**config.mk**
```make
export PLATFORM = sky130hd
export DESIGN_NAME = qword_mem_bridge
export DESIGN_NICKNAME = d
export VERILOG_FILES = /design/src/rtl/qword_mem_bridge_pkg.sv /design/src/rtl/qword_mem_bridge_increment.sv /design/src/rtl/qword_mem_bridge.sv
export SDC_FILE = /design/constraint.sdc
export NUM_CORES = 1
export LEC_CHECK = 0
export ABC_CLOCK_PERIOD_IN_PS = 5550
export CAP_MARGIN = 25
export CORE_UTILIZATION = 40
export DETAILED_ROUTE_END_ITERATION = 8
export PLACE_DENSITY_LB_ADDON = 0.15
export SYNTH_ARGS = -nofsm -noshare
export SYNTH_HDL_FRONTEND = slang
export SYNTH_SLANG_ARGS = --single-unit
```
**constraint.sdc**
```tcl
create_clock -name clk_i -period 5.55 [get_ports clk_i]
set_clock_uncertainty 0.15 [all_clocks]
set_input_delay 1.665 -clock clk_i [delete_from_list [all_inputs] [get_ports clk_i]]
set_output_delay 1.665 -clock clk_i [all_outputs]
set_load 0.05 [all_outputs]
```
**src/rtl/qword_mem_bridge_pkg.sv**
```systemverilog
// Shared definitions for the qword memory bridge: FSM states, bus geometry and
// a helper that extracts one 32-bit word from a qword.
package qword_mem_bridge_pkg;

    localparam int unsigned BUS_DATA_WIDTH_SHIFT = 4;
    localparam int unsigned BUS_DATA_WIDTH       = 128;
    localparam int unsigned WORD_PER_QWORD       = 4;
    localparam int unsigned BEAT_WIDTH           = 2;
    localparam int unsigned WORD_WIDTH           = BUS_DATA_WIDTH / WORD_PER_QWORD;

    typedef enum logic [1:0] {
        StIdle,
        StBeat,
        StResp,
        StDrain
    } bridge_state_e;

    // Word idx of a qword; word i occupies bits [32i+31:32i].
    function automatic logic [WORD_WIDTH-1:0] qword_word(
        input logic [BUS_DATA_WIDTH-1:0] q,
        input logic [BEAT_WIDTH-1:0]     idx
    );
        return q[{idx, 5'b0} +: WORD_WIDTH];
    endfunction

endpackage

```
**src/rtl/qword_mem_bridge_increment.sv**
```systemverilog
// Combinational incrementer; carry_o flags wrap from all-ones back to zero.
module increment #(
    parameter int unsigned DATA_WIDTH = 2
) (
    input  logic [DATA_WIDTH-1:0] data_i,
    output logic [DATA_WIDTH-1:0] data_o,
    output logic                  carry_o
);

    // Sum and carry out of data_i + 1.
    always_comb begin
        {carry_o, data_o} = {1'b0, data_i} + {{DATA_WIDTH{1'b0}}, 1'b1};
    end

endmodule

```
**src/rtl/qword_mem_bridge.sv**
```systemverilog
// qword_mem_bridge: splits one 128-bit cache request into four ascending 32-bit
// memory beats and returns a one-cycle completion pulse with the read qword.
// Optional feature macro: QWORD_BRIDGE_TIMEOUT_EN (per-beat ack timeout, err_o).
module qword_mem_bridge
    import qword_mem_bridge_pkg::*;
#(
    parameter int unsigned BUS_ADDRESS_WIDTH = 20,
    parameter int unsigned TIMEOUT_CYCLES    = 255
) (
    input  logic                                          clk_i,
    input  logic                                          rst_ni,
    input  logic                                          req_valid_i,
    input  logic [BUS_ADDRESS_WIDTH-BUS_DATA_WIDTH_SHIFT-1:0] req_addr_i,
    input  logic                                          req_we_i,
    input  logic [BUS_DATA_WIDTH-1:0]                     req_wdata_i,
    output logic                                          resp_valid_o,
    output logic [BUS_DATA_WIDTH-1:0]                     resp_rdata_o,
    output logic                                          busy_o,
    output logic                                          err_o,
    output logic                                          mem_req_o,
    output logic                                          mem_we_o,
    output logic [BUS_ADDRESS_WIDTH-3:0]                  mem_addr_o,
    output logic [WORD_WIDTH-1:0]                         mem_wdata_o,
    input  logic [WORD_WIDTH-1:0]                         mem_rdata_i,
    input  logic                                          mem_ack_i
);

    localparam int unsigned QADDR_WIDTH = BUS_ADDRESS_WIDTH - BUS_DATA_WIDTH_SHIFT;

    bridge_state_e                   state_q, state_d;
    logic [BEAT_WIDTH-1:0]           beat_q, beat_d;
    logic [BEAT_WIDTH-1:0]           beat_inc;
    logic                            beat_last;
    logic [QADDR_WIDTH-1:0]          qaddr_q, qaddr_d;
    logic                            we_q, we_d;
    logic [BUS_DATA_WIDTH-1:0]       wdata_q, wdata_d;
    logic [BUS_DATA_WIDTH-1:0]       rbuf_q, rbuf_d;
    logic [BUS_DATA_WIDTH-1:0]       rdata_q, rdata_d;
    logic                            beat_active;
    logic                            beat_timeout;
    logic                            beat_done;

    // Beat counter; its carry marks completion of the last beat.
    increment #(
        .DATA_WIDTH (BEAT_WIDTH)
    ) u_beat_inc (
        .data_i  (beat_q),
        .data_o  (beat_inc),
        .carry_o (beat_last)
    );

    assign beat_active = (state_q == StBeat);
    // Acks outside StBeat are ignored; a timed-out beat completes like an acked one.
    assign beat_done   = beat_active && (mem_ack_i || beat_timeout);

`ifdef QWORD_BRIDGE_TIMEOUT_EN
    localparam int unsigned WAIT_WIDTH = $clog2(TIMEOUT_CYCLES + 1);

    logic [WAIT_WIDTH-1:0] wait_q, wait_d;
    logic                  err_q, err_d;

    // Count no-ack cycles of the current beat; the TIMEOUT_CYCLES-th one abandons it.
    always_comb begin
        wait_d       = '0;
        beat_timeout = 1'b0;
        if (beat_active && !mem_ack_i) begin
            if (wait_q == WAIT_WIDTH'(TIMEOUT_CYCLES - 1)) begin
                beat_timeout = 1'b1;
            end else begin
                wait_d = wait_q + 1'b1;
            end
        end
        err_d = err_q | beat_timeout;
    end

    // Wait counter and sticky error flag.
    always_ff @(posedge clk_i or negedge rst_ni) begin
        if (!rst_ni) begin
            wait_q <= '0;
            err_q  <= 1'b0;
        end else begin
            wait_q <= wait_d;
            err_q  <= err_d;
        end
    end

    assign err_o = err_q;
`else
    // Without the timeout the parameter has no effect.
    logic unused_timeout_cycles;
    assign unused_timeout_cycles = ^TIMEOUT_CYCLES;

    assign beat_timeout = 1'b0;
    assign err_o        = 1'b0;
`endif

    // Next-state and datapath updates for the request/beat/response sequence.
    always_comb begin
        state_d = state_q;
        beat_d  = beat_q;
        qaddr_d = qaddr_q;
        we_d    = we_q;
        wdata_d = wdata_q;
        rbuf_d  = rbuf_q;
        rdata_d = rdata_q;
        unique case (state_q)
            StIdle: begin
                if (req_valid_i) begin
                    qaddr_d = req_addr_i;
                    we_d    = req_we_i;
                    wdata_d = req_wdata_i;
                    beat_d  = '0;
                    state_d = StBeat;
                end
            end
            StBeat: begin
                if (beat_done) begin
                    beat_d = beat_inc;
                    if (!we_q) begin
                        rbuf_d[{beat_q, 5'b0} +: WORD_WIDTH] =
                            mem_ack_i ? mem_rdata_i : '0;
                    end
                    if (beat_last) begin
                        state_d = StResp;
                        // Publish the read qword so it is valid alongside resp_valid_o.
                        if (!we_q) begin
                            rdata_d = rbuf_d;
                        end
                    end
                end
            end
            StResp: begin
                state_d = StDrain;
            end
            StDrain: begin
                // A valid still held from the finished request must not start another.
                if (!req_valid_i) begin
                    state_d = StIdle;
                end
            end
            default: begin
                state_d = StIdle;
            end
        endcase
    end

    // State and datapath registers; reset aborts any transfer in flight.
    always_ff @(posedge clk_i or negedge rst_ni) begin
        if (!rst_ni) begin
            state_q <= StIdle;
            beat_q  <= '0;
            qaddr_q <= '0;
            we_q    <= 1'b0;
            wdata_q <= '0;
            rbuf_q  <= '0;
            rdata_q <= '0;
        end else begin
            state_q <= state_d;
            beat_q  <= beat_d;
            qaddr_q <= qaddr_d;
            we_q    <= we_d;
            wdata_q <= wdata_d;
            rbuf_q  <= rbuf_d;
            rdata_q <= rdata_d;
        end
    end

    // Outputs decode from registered state so reset removes them immediately.
    always_comb begin
        resp_valid_o = (state_q == StResp);
        busy_o       = (state_q != StIdle);
        resp_rdata_o = rdata_q;
        mem_req_o    = beat_active;
        mem_we_o     = beat_active && we_q;
        mem_addr_o   = beat_active ? {qaddr_q, beat_q} : '0;
        mem_wdata_o  = (beat_active && we_q) ? qword_word(wdata_q, beat_q) : '0;
    end

endmodule

```
==> results.py <==
metrics = {
    "pwr": {
        "p_per_area_nw_per_um2": 585.1,
        "leakage_nw": 9.099,
        "ir_worst_vdd_v": 0.0003138,
        "power_mw": 12.81,
    },
    "finish": {
        "final_common_cell": "dfrtp_1",
        "layout-drive-gt1-share": 0.1735,
        "nNetsFinal": 2019,
        "fillCellCount": 3626,
        "fin_area_um2": 21890,
        "final_util": 0.5447,
        "final_cell_mix": "dfrtp_1 (371), clkdlybuf4s50_1 (328), nand2_1 (226), a21oi_1 (161), mux2_2 (146)",
        "area_growth_pct": 32.95,
        "instances_no_fill": 2390,
    },
    "clock_tree": {
        "cts_buffers": 42,
        "cts_hold_buffers": 0,
        "cts.sinks": 373,
        "clk_latency_ps": 570,
        "cts_root_buf": "clkbuf_16",
        "clk_pin_slew_ps": 60,
        "cts_max_path_buffers": 3,
        "cts-resized-gates": 0,
        "htreeDepth": 2,
        "post_cts_buffers": 0,
        "cts_tree": "yes",
    },
    "timing": {
        "period_share": 0.8489,
        "final.min_clock_period_ps": 4711,
        "maxSlewViolCount": 0,
        "hold_ws_ps": 328.6,
        "slew_headroom": 0.3270,
        "finalWorstSetupSlack_ps": 838.8,
        "fmax_mhz": 212.3,
        "setup_viol": 0,
        "rsz0062_at_grt": "false",
        "tightest_slew_ps": 1009,
        "hold_viol": 0,
        "setup_tns_ps": 0,
    },
    "die": {
        "initial_core_util": 0.4097,
        "io-pin-count": 364,
        "core_um2": 40190,
        "die_w_um": 204.9,
        "std_cell_rows": 73,
        "die-area_um2": 41980,
        "fp.dieH_um": 204.9,
    },
    "synth": {
        "syn_area_um2": 16470,
        "syn_avg_cell_area_um2": 10.85,
        "yosys.area.top_type_share": 0.5668,
        "synthFlopType": "dfrtp_1",
        "seq_area_frac_synth": 0.5668,
        "synth.net_count": 1709,
        "async_reset_ff_frac": 1.000,
        "yosysTopAreaCell": "dfrtp_1",
        "synth_cells": 1518,
        "synth_edf_count": 0,
        "ys_types": 34,
        "yosys_register_bits": 373,
        "yosys_warnings": 0,
        "synth_area_leaders": "dfrtp_1 (57%), mux2_2 (10%), nand2_1 (5.2%)",
    },
    "grt": {
        "grt_pass1_wl_um": 74900,
        "grt_max_degree": 106,
        "grt_usage": 0.2330,
        "antenna_found_initial": 4,
        "grt-ovfl-total": 0,
        "grt_pass1_vias": 12820,
    },
    "routing": {
        "wl_per_cell_um": 20.12,
        "drc_errors": 0,
        "first_iter_violations": 705,
        "vias_per_cell": 5.272,
        "first_pass_iters": 5,
        "vias": 12600,
        "ant_nets": 0,
        "wl_um": 48080,
    },
    "worst_setup_path": {
        "path_delay_family": "buffers and inverters",
        "critical_path_class": "reg2out",
        "cp.buffers_inverters": 4,
        "slowest_delay_ps": 800,
        "crit_fanout": 33,
        "crit_arrival_ps": 2900,
        "critPathLaunchType": "flop",
        "path_cells": "inv_1, ha_1, nand2_1, buf_4, inv_1, clkdlybuf4s50_1",
        "crit_required_ps": 3730,
        "cp-end-kind": "primary output",
        "crit_top_cell": "inv_1",
        "cp_slowest_cell": "clkdlybuf4s50_1",
    },
    "placement": {
        "place.gp.congestion": 0.8011,
        "dp_cells": 2309,
        "dp_worst_setup_slack_ps": 1432,
        "dp_hpwl_um": 32350,
        "placed_area_um2": 20480,
        "port_buffers": 362,
    },
    "hold_path": {
        "hold_class": "reg2reg",
    },
    "run": {
        "max-cap-violations": 0,
    },
    "outcome": {
        "outcome": "completed",
    },
}
-- state kept, by name, indices dropped and copies added, names as in the netlist --
signal / cells
wdata_q: 128
beat_q: 2
we_q: 1
qaddr_q: 16
state_q: 2
resp_rdata_o: 128
rbuf_q: 96
-- worst paths after layout --
| check | from | end | slack (ps) | depth (start not counted) |
|---|---|---|---|---|
| max in group asynchronous | rst_ni | rbuf_q[33]$_DFFE_PN0P_ | 3230 | 2 |
| max | state_q[1]$_DFFE_PN0P_ | mem_we_o | 840 | 6 |
| min in group asynchronous | rst_ni | rbuf_q[59]$_DFFE_PN0P_ | 1020 | 1 |
| max reg2reg | beat_q[0]$_DFFE_PN0P_ | rbuf_q[9]$_DFFE_PN0P_ | 2220 | 6 |
| min reg2reg | rbuf_q[7]$_DFFE_PN0P_ | rbuf_q[7]$_DFFE_PN0P_ | 330 | 2 |
| min | rbuf_q[7]$_DFFE_PN0P_ | rbuf_q[7]$_DFFE_PN0P_ | 330 | 2 |
-- power breakdown --
group | internal [mW] | total (mW) | leakage, nW | switching, mW
sequential | 3.81 | 4.49 | 4.73 | 0.688
clock | 1.65 | 2.80 | 0.702 | 1.15
combinational | 2.25 | 5.51 | 3.67 | 3.26
-- cell families after synthesis --
group	after synthesis	share of synthesized area
buffers and inverters	133	0.03640
other	1	0.0002277
AO/OA/AOI/OAI	326	0.1085
AND/OR/NAND/NOR	496	0.1362
flip-flops	373	0.5668
multiplexers	179	0.1442
adder cells (fa/ha/maj)	10	0.007598
-- cells in the mapped netlist (4+ instances only) --
cell	number
o21ai_1	56
o31ai_1	8
nor2_1	101
clkbuf_1	64
nor2b_1	35
nand3_1	66
nand4b_1	4
dfrtp_1	373
mux2_2	146
nand2_1	227
o21ai_0	65
and2_1	49
nand2b_1	4
ha_1	10
inv_1	7
a21oi_1	161
buf_2	47
buf_4	11
buf_1	4
mux4_2	32
a32oi_1	32
-- per-layer routing --
layer	part of all wire	track usage	vias to the layer above
met4	0.018	0.05873	2
met3	0.090	0.08288	60
met2	0.48	0.3744	410
li1	-	-	5880
met5	0.00033	0	-
met1	0.41	0.2986	6247
-- final cells by class --
cell class / instances / area [um2] / area share
well taps: 525 / 656.9 / 0.03001
flip-flops and latches: 373 / 9336 / 0.4265
inverters: 7 / 26.28 / 0.001200
clock buffers: 60 / 1239 / 0.05658
multi-input cells: 1012 / 6568 / 0.3000
clock inverters: 18 / 165.2 / 0.007544
repair buffers: 392 / 3894 / 0.1779
diodes: 3 / 7.507 / 0.0003429
-- worst min-delay path: cells and delay by family, from the launching register on --
kind,cells,cell delay (ps)
and+or+nand+nor,1,40
DFF,1,340
AOI/OAI and AO/OA,1,60
No activity file was read; power rests on OpenSTA's default activity.
